[src/rtl/bpu_sram_ctrl.sv]
`default_nettype none
// ============================================================================
// Module  : bpu_sram_ctrl
// Purpose : Clear sweep, read pass-through and masked write queue for a
//           256x24 predictor-table SRAM macro.
// Rev     : 1.0  initial release
// ============================================================================
module bpu_sram_ctrl #(
    parameter int DEPTH  = 256,
    parameter int AW     = 8,
    parameter int DW     = 24,
    parameter int LANES  = 4,
    parameter int QDEPTH = 2
) (
    input  logic             clock,
    input  logic             reset,
    input  logic             io_flush,
    output logic             io_init_done,
    input  logic             io_r_req_valid,
    output logic             io_r_req_ready,
    input  logic [AW-1:0]    io_r_req_addr,
    output logic             io_r_resp_valid,
    output logic [DW-1:0]    io_r_resp_data,
    input  logic             io_w_req_valid,
    output logic             io_w_req_ready,
    input  logic [AW-1:0]    io_w_req_addr,
    input  logic [DW-1:0]    io_w_req_data,
    input  logic [LANES-1:0] io_w_req_mask,
    output logic             sram_w_en,
    output logic [AW-1:0]    sram_w_addr,
    output logic [DW-1:0]    sram_w_data,
    output logic [LANES-1:0] sram_w_mask,
    output logic             sram_r_en,
    output logic [AW-1:0]    sram_r_addr,
    input  logic [DW-1:0]    sram_r_data
);

    localparam int c_PW = (QDEPTH > 1) ? $clog2(QDEPTH) : 1;
    localparam int c_CW = $clog2(QDEPTH + 1);

    localparam logic [1:0] c_IDLE  = 2'd0;
    localparam logic [1:0] c_CLEAR = 2'd1;
    localparam logic [1:0] c_RUN   = 2'd2;

    localparam logic [AW-1:0]   c_LAST_ROW = AW'(DEPTH - 1);
    localparam logic [c_PW-1:0] c_LAST_PTR = c_PW'(QDEPTH - 1);
    localparam logic [c_CW-1:0] c_FULL     = c_CW'(QDEPTH);

    logic [1:0]       r_state;
    logic [AW-1:0]    r_clr_idx;
    logic             r_resp_valid;
    logic [c_PW-1:0]  r_wr_ptr;
    logic [c_PW-1:0]  r_rd_ptr;
    logic [c_CW-1:0]  r_count;

    logic [AW-1:0]    r_q_addr [QDEPTH];
    logic [DW-1:0]    r_q_data [QDEPTH];
    logic [LANES-1:0] r_q_mask [QDEPTH];

    logic             w_run;
    logic             w_r_fire;
    logic             w_enq;
    logic             w_deq;
    logic [c_PW-1:0]  w_wr_ptr_nxt;
    logic [c_PW-1:0]  w_rd_ptr_nxt;

    assign w_run    = (r_state == c_RUN);
    assign w_r_fire = io_r_req_valid && w_run;

    // Ready looks at the pre-dequeue count, so a full queue never accepts
    // in the same cycle it drains.
    assign io_w_req_ready = (r_count < c_FULL) && !io_flush;
    assign w_enq          = io_w_req_valid && io_w_req_ready;
    assign w_deq          = w_run && (r_count != '0);

    assign w_wr_ptr_nxt = (r_wr_ptr == c_LAST_PTR) ? '0 : r_wr_ptr + 1'b1;
    assign w_rd_ptr_nxt = (r_rd_ptr == c_LAST_PTR) ? '0 : r_rd_ptr + 1'b1;

    assign io_init_done    = w_run;
    assign io_r_req_ready  = w_run;
    assign sram_r_en       = w_r_fire;
    assign sram_r_addr     = io_r_req_addr;
    assign io_r_resp_valid = r_resp_valid;
    assign io_r_resp_data  = sram_r_data;

    always_comb begin
        sram_w_en   = 1'b0;
        sram_w_addr = '0;
        sram_w_data = '0;
        sram_w_mask = '0;
        if (r_state == c_CLEAR) begin
            sram_w_en   = 1'b1;
            sram_w_addr = r_clr_idx;
            sram_w_mask = '1;
        end else if (w_deq) begin
            // An all-zero mask is still dequeued, just without touching the macro.
            sram_w_en   = |r_q_mask[r_rd_ptr];
            sram_w_addr = r_q_addr[r_rd_ptr];
            sram_w_data = r_q_data[r_rd_ptr];
            sram_w_mask = r_q_mask[r_rd_ptr];
        end
    end

    always_ff @(posedge clock or negedge reset) begin
        if (!reset) begin
            r_state      <= c_IDLE;
            r_clr_idx    <= '0;
            r_resp_valid <= 1'b0;
            r_wr_ptr     <= '0;
            r_rd_ptr     <= '0;
            r_count      <= '0;
        end else begin
            r_resp_valid <= w_r_fire;
            if (io_flush) begin
                r_state   <= c_CLEAR;
                r_clr_idx <= '0;
                r_wr_ptr  <= '0;
                r_rd_ptr  <= '0;
                r_count   <= '0;
            end else begin
                case (r_state)
                    c_IDLE: r_state <= c_CLEAR;
                    c_CLEAR: begin
                        if (r_clr_idx == c_LAST_ROW) begin
                            r_state   <= c_RUN;
                            r_clr_idx <= '0;
                        end else begin
                            r_clr_idx <= r_clr_idx + 1'b1;
                        end
                    end
                    c_RUN:   r_state <= c_RUN;
                    default: r_state <= c_IDLE;
                endcase

                if (w_enq) begin
                    r_wr_ptr <= w_wr_ptr_nxt;
                end
                if (w_deq) begin
                    r_rd_ptr <= w_rd_ptr_nxt;
                end
                case ({w_enq, w_deq})
                    2'b10:   r_count <= r_count + 1'b1;
                    2'b01:   r_count <= r_count - 1'b1;
                    default: r_count <= r_count;
                endcase
            end
        end
    end

    // Payload storage needs no reset; occupancy is tracked by r_count.
    always_ff @(posedge clock) begin
        if (w_enq) begin
            r_q_addr[r_wr_ptr] <= io_w_req_addr;
            r_q_data[r_wr_ptr] <= io_w_req_data;
            r_q_mask[r_wr_ptr] <= io_w_req_mask;
        end
    end

endmodule
`default_nettype wire
[config.mk]
export PLATFORM = sky130hd
export DESIGN_NAME = bpu_sram_ctrl
export DESIGN_NICKNAME = d
export VERILOG_FILES = /design/src/rtl/bpu_sram_ctrl.sv
export SDC_FILE = /design/constraint.sdc
export NUM_CORES = 1
export LEC_CHECK = 0
export CAP_MARGIN = 0
export CORE_MARGIN = 5
export CORE_UTILIZATION = 60
export CTS_CLUSTER_DIAMETER = 80
export CTS_CLUSTER_SIZE = 24
export DETAILED_ROUTE_END_ITERATION = 10
export DONT_BUFFER_PORTS = 1
export PLACE_DENSITY = 0.76
export SETUP_SLACK_MARGIN = 0.05
export SLEW_MARGIN = 30
export SYNTH_ARGS = -nofsm -noshare
export SYNTH_HDL_FRONTEND = slang
export SYNTH_SLANG_ARGS = --single-unit
[constraint.sdc]
create_clock -name clock -period 6.7 [get_ports clock]
set_clock_uncertainty 0.05 [all_clocks]
set_input_delay 0.335 -clock clock [delete_from_list [all_inputs] [get_ports clock]]
set_output_delay 0.335 -clock clock [all_outputs]
set_load 0.01 [all_outputs]
==> results.json, run 1 <==
{
  "cts_resized": 0,
  "syn_nets": 362,
  "vdd_drop_max_uv": 230,
  "cts_root_buf": "clkbuf_8",
  "yosysSeqAreaShare_pct": 65.3,
  "crit_chain": "inv_1 -> ha_1 -> o21ai_2 -> or2_2 -> o21ai_0",
  "hold_end": "r_q_addr[1][7]",
  "relSlewSlack_pct": 40.0,
  "tritoncts": "yes",
  "antennaDiodeCount": 0,
  "path_delay_family": "compound AO/OA/AOI/OAI gates",
  "hold_violations": 0,
  "dr.first_iter.drc_count": 111,
  "rr_worst_depth": 5,
  "tns_ps": 0,
  "overflow": 0,
  "drt_wl_total_um": 7360,
  "slew_viol_final": 0,
  "syn2layout_area_growth_pct": 6.69,
  "p_per_area_mw_per_mm2": 287,
  "finalCritPeriodShare_pct": 44.0,
  "hold_class": "input pin to register",
  "post_cts_buffers": 0,
  "ys_warn_count": 0,
  "gp_congestion": 0.802,
  "clk_pin_slew_ps": 90,
  "post-place-ws_ps": 3810,
  "fin_crit_ps": 2950,
  "clockBufferDepth": 2,
  "synth.most_common_cell": "edfxtp_1",
  "avgViaCountPerCell": 5.83,
  "critPathBufInv": 1,
  "hp-start": "io_w_req_addr[7]",
  "maxCapViolations": 0,
  "worst_slew_pin_slew_ps": 900,
  "die_w_um": 90.5,
  "num_io_pins": 147,
  "synth_area_leaders": "edfxtp_1, mux2i_1, dfrtp_1, buf_4, nor2_1",
  "portBuffers": 0,
  "core-area_sq_mm": 0.00631,
  "grt_pass1_wl_um": 10900,
  "htreeDepth": 3,
  "p_leak_nw": 1.36,
  "synth_edf_count": 72,
  "dp.final_hpwl_um": 4580,
  "ys_types": 38,
  "synth_common_cells": "edfxtp_1, mux2i_1, buf_4, nor2_1, dfrtp_1",
  "crit_type": "register to output port",
  "wl_per_cell_um": 20.5,
  "antenna_left": 0,
  "synthArstFlopShare_pct": 17.2,
  "num-fill-cells": 466,
  "endpoint_kind": "output port",
  "drive_gt1_share_pct": 7.42,
  "synthCells": 285,
  "r2r_setup_slack_ps": 4630,
  "utilization_pct": 65.7,
  "rr_startpoint": "r_state[1]",
  "synth_top_cell_area_share_pct": 55.6,
  "nNetsFinal": 355,
  "rsz0062_at_grt": "false",
  "max_freq_mhz": 340,
  "ff_latch_area_sq_mm": 0.00254,
  "slowest_stage": "or2_2",
  "die_area_sq_mm": 0.00819,
  "vias": 2098,
  "r2r_end": "r_clr_idx[5]",
  "hold_path_depth": 0,
  "fp.dieH_um": 90.5,
  "cts_buffers": 9,
  "critical_path.startpoint_type": "register",
  "setup_ws_ps": 3750,
  "crit_arrival_ps": 2560,
  "multiInputGateArea_sq_mm": 0.00102,
  "slowest_delay_ps": 570,
  "avgSynthCellArea_sq_um": 13.6,
  "initial_core_util_pct": 61.6,
  "grt_use_total_pct": 17.3,
  "yosys.area.top_type": "edfxtp_1",
  "rows": 29,
  "grt_pass1_vias": 2103,
  "cts_hold_buf": 2,
  "synth_flop_cell": "edfxtp_1",
  "cts_sinks": 87,
  "setup_viol": 0,
  "grt_max_degree": 40,
  "cp.required_ps": 6310,
  "dr.pass1.iters": 4,
  "syn_area_sq_mm": 0.00389,
  "antenna_found_initial": 0,
  "drc": 0,
  "status": "complete, no violations",
  "clk_latency_ps": 350,
  "ys_ff_latch": 87,
  "crit_fanout": 26
}
[stage by stage]
stage	total power [mW]	hold WS, ps	cells	instance area [sq um]
4_1_cts	1.19	6.30	335	3900
5_1_grt	1.25	2.26	360	4150
2_1_floorplan	0.842	-10.6	285	3890
3_5_place_dp	0.862	-10.1	317	3700
6_report	1.19	30.3	360	4150
3_3_place_gp	0.848	-10.2	316	3670
[worst register-to-register path, cell delays in order, from the launching register on]
cell	delay, ps
dfrtp_1	400
inv_1	80
ha_1	750
nand2_1	160
or3_1	380
a31oi_1	170
[sequential cells by signal, summed over array words and instances (netlist names)]
name and cells:
r_q_addr 16, r_clr_idx 8, r_q_mask 8, r_rd_ptr 1, r_count 2, r_wr_ptr 1
io_r_resp_valid 1, r_q_data 48, r_state 2
[kinds of logic (layout without fill, tap and decap cells)]
kind of cell | count (synthesis) | count (layout) | share of synthesized area [%]
xor+xnor | 5 | 5 | 1.13
compound gates | 28 | 28 | 4.76
simple gates | 73 | 73 | 8.85
buf+inv | 49 | 47 | 8.69
fa+ha+maj | 4 | 4 | 1.29
flops | 87 | 87 | 65.3
mux | 39 | 39 | 10.0
[where the power goes]
group	switching, mW	internal (mW)
Combinational	0.128	0.0777
Clock	0.189	0.138
Sequential	0.0302	0.629
Total	0.346	0.845
[worst max path at each step]
| stage | cells after the start | startpoint | end |
|---|---|---|---|
| 2_1_floorplan | 4 | io_flush | r_q_addr[0][0] |
| 3_5_place_dp | 4 | r_state[1] | sram_w_addr[4] |
| 3_3_place_gp | 4 | r_state[1] | sram_w_addr[4] |
| 6_report | 5 | r_state[0] | sram_w_addr[4] |
| 5_1_grt | 5 | r_state[0] | sram_w_addr[4] |
| 4_1_cts | 4 | r_state[1] | sram_w_addr[4] |
[layout make-up]
type / count / share of cell area, %
inverter: 3 / 0.271
tap: 77 / 2.32
timing repair buffer: 28 / 7.18
clock inverter: 7 / 1.36
sequential: 87 / 61.2
multi-input combinational: 149 / 24.6
clock buffer: 9 / 2.99
[metal layers]
metal | share of wire (%) | up-vias | GRT usage [%]
met5 | 0 | - | 0
met4 | 3.3 | 0 | 10.0
met3 | 8.3 | 33 | 8.33
met2 | 50 | 79 | 26.6
met1 | 39 | 1006 | 19.7
li1 | - | 980 | -
[cells in the final DEF, fill, tap and decap left out, drive strengths merged]
cell and count:
a31oi 2, dfrtp 15, nor3b 1, nor2 35
and2 1, a21oi 5, clkinv 3, inv 5
mux2i 39, xor2 2, or3 2, nand2b 5
dlygate4sd3 27, or3b 1, or2 1, clkinvlp 2
or2b 1, nand2 11, ha 4, nand4 4
nor4 1, o21ai 6, o221ai 1, and3 1
xnor2 3, nand3 3, a21o 2, buf 1
nor3 1, o21a 1, nor2b 3, o211ai 1
o21bai 4, or4 1, edfxtp 72, nand3b 1
o31ai 6, clkbuf 9
(Power assumes the default switching activity.)
==> run 2, diff against run 1 <==
--- a/config.mk
+++ b/config.mk
@@ -5,6 +5,7 @@
 export SDC_FILE = /design/constraint.sdc
 export NUM_CORES = 1
 export LEC_CHECK = 0
+export ABC_AREA = 1
 export CAP_MARGIN = 0
 export CORE_MARGIN = 5
 export CORE_UTILIZATION = 60
==> constraint.sdc (replaced) <==
create_clock -name clock -period 2.76 [get_ports clock]
set_clock_uncertainty 0.05 [all_clocks]
set_input_delay 0.138 -clock clock [delete_from_list [all_inputs] [get_ports clock]]
set_output_delay 0.138 -clock clock [all_outputs]
set_load 0.01 [all_outputs]
==> results.json, run 2 <==
{
  "num-fill-cells": 445,
  "yosysSeqAreaShare_pct": 64.5,
  "initial_core_util_pct": 62.0,
  "hold_path_depth": 2,
  "ys_types": 30,
  "drt_wl_total_um": 7500,
  "post-place-ws_ps": 592,
  "overflow": 0,
  "htreeDepth": 3,
  "p_per_area_mw_per_mm2": 676,
  "crit_type": "register to output port",
  "rr_startpoint": "r_count[1]",
  "final_cell_mix": "nand2_1, edfxtp_1, dlygate4sd3_1",
  "maxCapViolations": 0,
  "synthMuxAreaShare_pct": 2.04,
  "drc": 0,
  "dp.final_hpwl_um": 4920,
  "dp_cells": 366,
  "antenna_found_initial": 0,
  "vdd_drop_max_uv": 473,
  "wl_per_cell_um": 17.8,
  "fin_crit_ps": 2510,
  "cts_buffers": 9,
  "fp.dieH_um": 91.0,
  "ys_warn_count": 0,
  "largest_register_ff_count": 48,
  "rsz0062_at_grt": "false",
  "num_io_pins": 147,
  "worst_slew_pin_slew_ps": 689,
  "synth_compound_area_share_pct": 9.61,
  "hold_class": "input pin to register",
  "dr.first_iter.drc_count": 108,
  "critical_path.startpoint_type": "register",
  "core-area_sq_mm": 0.00635,
  "top_regs": "r_q_data: 48 flops, r_q_addr: 16 flops",
  "antenna_left": 0,
  "nNetsFinal": 416,
  "finalCritPeriodShare_pct": 91.0,
  "cts_sinks": 87,
  "synth_area_leaders": "edfxtp_1, dfrtp_1, nand2_1, buf_4, a21oi_2",
  "gp_congestion": 0.791,
  "tns_ps": 0,
  "crit_fanout": 32,
  "relSlewSlack_pct": 53.9,
  "cp.required_ps": 2570,
  "clk_pin_slew_ps": 80,
  "yosys.area.top_type": "edfxtp_1",
  "synthArstFlopShare_pct": 17.2,
  "largest-register": "r_q_data",
  "avgSynthCellArea_sq_um": 12.0,
  "syn_area_sq_mm": 0.00393,
  "tritoncts": "yes",
  "antennaDiodeCount": 0,
  "die_area_sq_mm": 0.00828,
  "grt_pass1_wl_um": 12400,
  "syn2layout_area_growth_pct": 10.5,
  "max_freq_mhz": 398,
  "synth_flop_cell": "edfxtp_1",
  "slew_viol_final": 0,
  "portBuffers": 0,
  "r2r_end": "r_q_data[1][7]",
  "synth_top_cell_area_share_pct": 55.0,
  "hold_violations": 0,
  "setup_ws_ps": 249,
  "post_cts_buffers": 0,
  "die_w_um": 91.0,
  "p_leak_nw": 1.55,
  "utilization_pct": 68.5,
  "synth_xor_xnor_area_share_pct": 0.445,
  "synth.most_common_cell": "nand2_1",
  "synth_top_family_by_area": "simple AND/OR/NAND/NOR gates",
  "synth_common_cells": "nand2_1, edfxtp_1, buf_4, inv_1",
  "synthCells": 327,
  "crit_arrival_ps": 2320,
  "hold_end": "r_wr_ptr",
  "synthSimpleGateAreaFrac_pct": 12.1,
  "ys_ff_latch": 87,
  "drive_gt1_share_pct": 16.3,
  "cts_root_buf": "clkbuf_8",
  "cts_hold_buf": 39,
  "avgViaCountPerCell": 5.57,
  "endpoint_kind": "output port",
  "setup_viol": 0,
  "synth_edf_count": 72,
  "hp-start": "io_w_req_valid",
  "rr_worst_depth": 4,
  "cts_resized": 0,
  "r2r_setup_slack_ps": 890,
  "vias": 2341,
  "grt_max_degree": 35,
  "status": "complete, no violations",
  "grt_pass1_vias": 2491,
  "rows": 29,
  "dr.pass1.iters": 4,
  "synth_fa_ha_area_share_pct": 1.27,
  "layout_commonest_cell": "nand2_1",
  "clockBufferDepth": 2,
  "grt_use_total_pct": 18.8,
  "syn_nets": 404,
  "clk_latency_ps": 340,
  "stdcell_count": 420
}
==> run 2: cell count changes after synthesis, sizes merged, moves of 6 or more <==
cell   before  now
inv         3   20
nor2       35   17
nand2      11   81
o22ai       0    9
o31ai       6    0
mux2i      39    8
o21ai       6   14
a21oi       5   29
==> run 2: critical path: stages, from the launching register on <==
cell	delay [ps]
dfrtp_1	400
inv_1	110
ha_1	360
inv_1	170
nor2_8	180
nand2_4	270
o21ai_0	460
==> run 2: per-layer routing <==
| layer | GRT usage, % | vias up | wire length (um) |
|---|---|---|---|
| li1 | - | 1113 | - |
| met1 | 21.0 | 1116 | 2900 |
| met2 | 32.5 | 93 | 3870 |
| met3 | 7.27 | 19 | 588 |
| met4 | 7.21 | 0 | 136 |
| met5 | 0 | - | 0 |
==> run 2: per-stage QoR <==
stage | hold WS (ps) | area, sq um | total power [mW]
after floorplan | -208 | 3930 | 2.00
after global placement | -207 | 3760 | 2.04
after detailed placement | -207 | 3760 | 2.05
after CTS | 13.6 | 4350 | 2.96
after global routing | 33.6 | 4350 | 3.09
final | 30.4 | 4350 | 2.94
==> run 2: cells by family (layout without fill, tap and decap cells) <==
kind of cell | after synthesis | in the layout
xor gates and xnor gates | 2 | 2
muxes | 8 | 8
adders and majority gates | 4 | 4
and+or+nand+nor | 108 | 108
AOI/OAI and AO/OA | 55 | 55
DFF | 87 | 87
buffers and inverters | 63 | 79
==> run 2: cell type report <==
| class | instances | area [sq um] | area share (%) |
|---|---|---|---|
| Tap cell | 77 | 96.3 | 2.22 |
| Sequential cell | 87 | 2540 | 58.4 |
| Multi-Input combinational cell | 177 | 1020 | 23.4 |
| Clock buffer | 9 | 124 | 2.85 |
| Timing Repair Buffer | 44 | 428 | 9.84 |
| Inverter | 20 | 75.1 | 1.73 |
| Clock inverter | 6 | 70.1 | 1.61 |
==> run 2: worst max path at each step <==
stage / startpoint / endpoint / slack (ps) / depth (start not counted)
2_1_floorplan: r_count[1] / r_q_addr[0][0] / 140 / 3
3_3_place_gp: r_state[0] / sram_w_addr[5] / 690 / 6
3_5_place_dp: r_state[0] / sram_w_addr[5] / 590 / 6
4_1_cts: r_state[0] / sram_w_addr[5] / 210 / 6
5_1_grt: r_state[0] / sram_w_addr[5] / 60 / 6
6_report: r_state[0] / sram_w_addr[5] / 250 / 6
==> run 2: report_power, final <==
group          internal [mW]  leakage, nW  switching, mW
logic                  0.157        0.602          0.358
registers               1.51        0.863         0.0453
clock network          0.419       0.0883          0.447
==> run 3, diff against run 2 <==
--- a/config.mk
+++ b/config.mk
@@ -8,12 +8,11 @@
 export ABC_AREA = 1
 export CAP_MARGIN = 0
 export CORE_MARGIN = 5
-export CORE_UTILIZATION = 60
+export CORE_UTILIZATION = 49
 export CTS_CLUSTER_DIAMETER = 80
 export CTS_CLUSTER_SIZE = 24
 export DETAILED_ROUTE_END_ITERATION = 10
 export DONT_BUFFER_PORTS = 1
-export PLACE_DENSITY = 0.76
 export SETUP_SLACK_MARGIN = 0.05
 export SLEW_MARGIN = 30
 export SYNTH_ARGS = -nofsm -noshare
==> results.json, run 3 (synthesis gave the netlist of run 2 again) <==
{
  "initial_core_util_pct": 50.6,
  "top_regs": "r_q_data: 48 flops, r_q_addr: 16 flops",
  "relSlewSlack_pct": 50.3,
  "rr_startpoint": "r_count[1]",
  "tritoncts": "yes",
  "largest-register": "r_q_data",
  "worst_path_most_repeated_cell": "inv_1",
  "rsz0062_at_grt": "false",
  "status": "complete, no violations",
  "slowest_stage": "o21ai_0",
  "maxCapViolations": 0,
  "wl_per_cell_um": 16.5,
  "crit_type": "register to output port",
  "vias": 2307,
  "worst_slew_pin_slew_ps": 744,
  "gp_congestion": 0.740,
  "hp-start": "io_w_req_valid",
  "num-fill-cells": 681,
  "path_delay_family": "compound AO/OA/AOI/OAI gates",
  "critPathBufInv": 2,
  "fp.dieH_um": 99.6,
  "avgViaCountPerCell": 5.17,
  "crit_arrival_ps": 2280,
  "cts_sinks": 87,
  "grt_use_total_pct": 15.1,
  "largest_register_ff_count": 48,
  "rows": 32,
  "endpoint_kind": "output port",
  "layout_commonest_cell": "nand2_1",
  "p_per_area_mw_per_mm2": 668,
  "crit_start": "r_state[0]",
  "overflow": 0,
  "slew_viol_final": 0,
  "power_mw": 2.92,
  "drt_wl_total_um": 7380,
  "critical_path.startpoint_type": "register",
  "clk_pin_slew_ps": 80,
  "max_freq_mhz": 405,
  "hold_class": "input pin to register",
  "fin_crit_ps": 2470,
  "die_w_um": 99.6,
  "num_io_pins": 147,
  "setup_viol": 0,
  "vdd_drop_max_uv": 363,
  "dp.final_hpwl_um": 4900,
  "grt_max_degree": 33,
  "antenna_found_initial": 0,
  "syn2layout_area_growth_pct": 11.2,
  "portBuffers": 0,
  "cts_buffers": 9,
  "clockBufferDepth": 2,
  "die_area_sq_mm": 0.00992,
  "drc": 0,
  "grt_pass1_wl_um": 11500,
  "antenna_left": 0,
  "final_cell_mix": "nand2_1, edfxtp_1, dlygate4sd3_1",
  "cts_root_buf": "clkbuf_8",
  "cp.required_ps": 2570,
  "utilization_pct": 56.3,
  "clk_latency_ps": 340,
  "p_leak_nw": 1.55,
  "finalCritPeriodShare_pct": 89.4,
  "crit_chain": "inv_1 -> ha_1 -> inv_1 -> nor2_8 -> nand2_4 -> o21ai_0",
  "grt_pass1_vias": 2362,
  "tns_ps": 0,
  "dr.pass1.iters": 4,
  "drive_gt1_share_pct": 15.7,
  "core-area_sq_mm": 0.00777,
  "nNetsFinal": 416,
  "hold_violations": 0,
  "slowest_delay_ps": 450,
  "htreeDepth": 3,
  "dr.first_iter.drc_count": 61,
  "antennaDiodeCount": 0,
  "crit_fanout": 32
}
run 3: cell count changes in the layout (fill, tap and decap cells not counted), sizes merged:
cell	change
clkbuf	+2
clkinv	+1
clkinvlp	-1
inv	-1
run 3: routing by layer:
metal	share of wire (%)	routed length (um)	GRT usage [%]	vias to the layer above
met5	0	0	0	-
met4	1.5	114	5.57	0
met3	6.8	505	5.61	19
met2	51	3800	26.4	83
met1	40	2960	16.8	1097
li1	-	-	-	1108
run 3: final timing paths:
path	to	slack, ps	cells past startpoint
setup / recovery	sram_w_addr[5]	290	6
hold / removal	r_wr_ptr	30	2
setup reg to reg	r_q_mask[1][3]	810	4
hold reg to reg	r_clr_idx[0]	490	1
max in group asynchronous	r_count[1]	1940	1
min in group asynchronous	r_clr_idx[4]	250	1
run 3: repair_timing:
action | in CTS | in global routing
hold endpoints to repair | 98 | 0
setup buffers | 0 | 0
gates resized for setup | 0 | 0
hold buffers | 39 | 0
run 3: per-stage QoR:
step                      setup WS [ps]  cells  instance area, sq um  hold WS [ps]
final                               292    446                  4370          33.8
after global routing                103    446                  4370          44.5
after CTS                           248    446                  4370          17.6
after detailed placement            628    391                  3790          -207
after global placement              690    391                  3790          -207
after floorplan                     136    327                  3930          -208
run 3: report_power, final:
group / total, mW / leakage (nW) / internal, mW / switching (mW)
logic: 0.513 / 0.602 / 0.157 / 0.356
clock network: 0.853 / 0.0876 / 0.420 / 0.433
registers: 1.56 / 0.863 / 1.51 / 0.0458
run 3: layout make-up:
| type | instances | area (sq um) | area share [%] |
|---|---|---|---|
| Clock inverter | 5 | 57.6 | 1.32 |
| Timing Repair Buffer | 44 | 428 | 9.78 |
| Inverter | 20 | 75.1 | 1.72 |
| Clock buffer | 11 | 131 | 3.00 |
| Multi-Input combinational cell | 177 | 1020 | 23.3 |
| Sequential cell | 87 | 2540 | 58.0 |
| Tap cell | 102 | 128 | 2.92 |
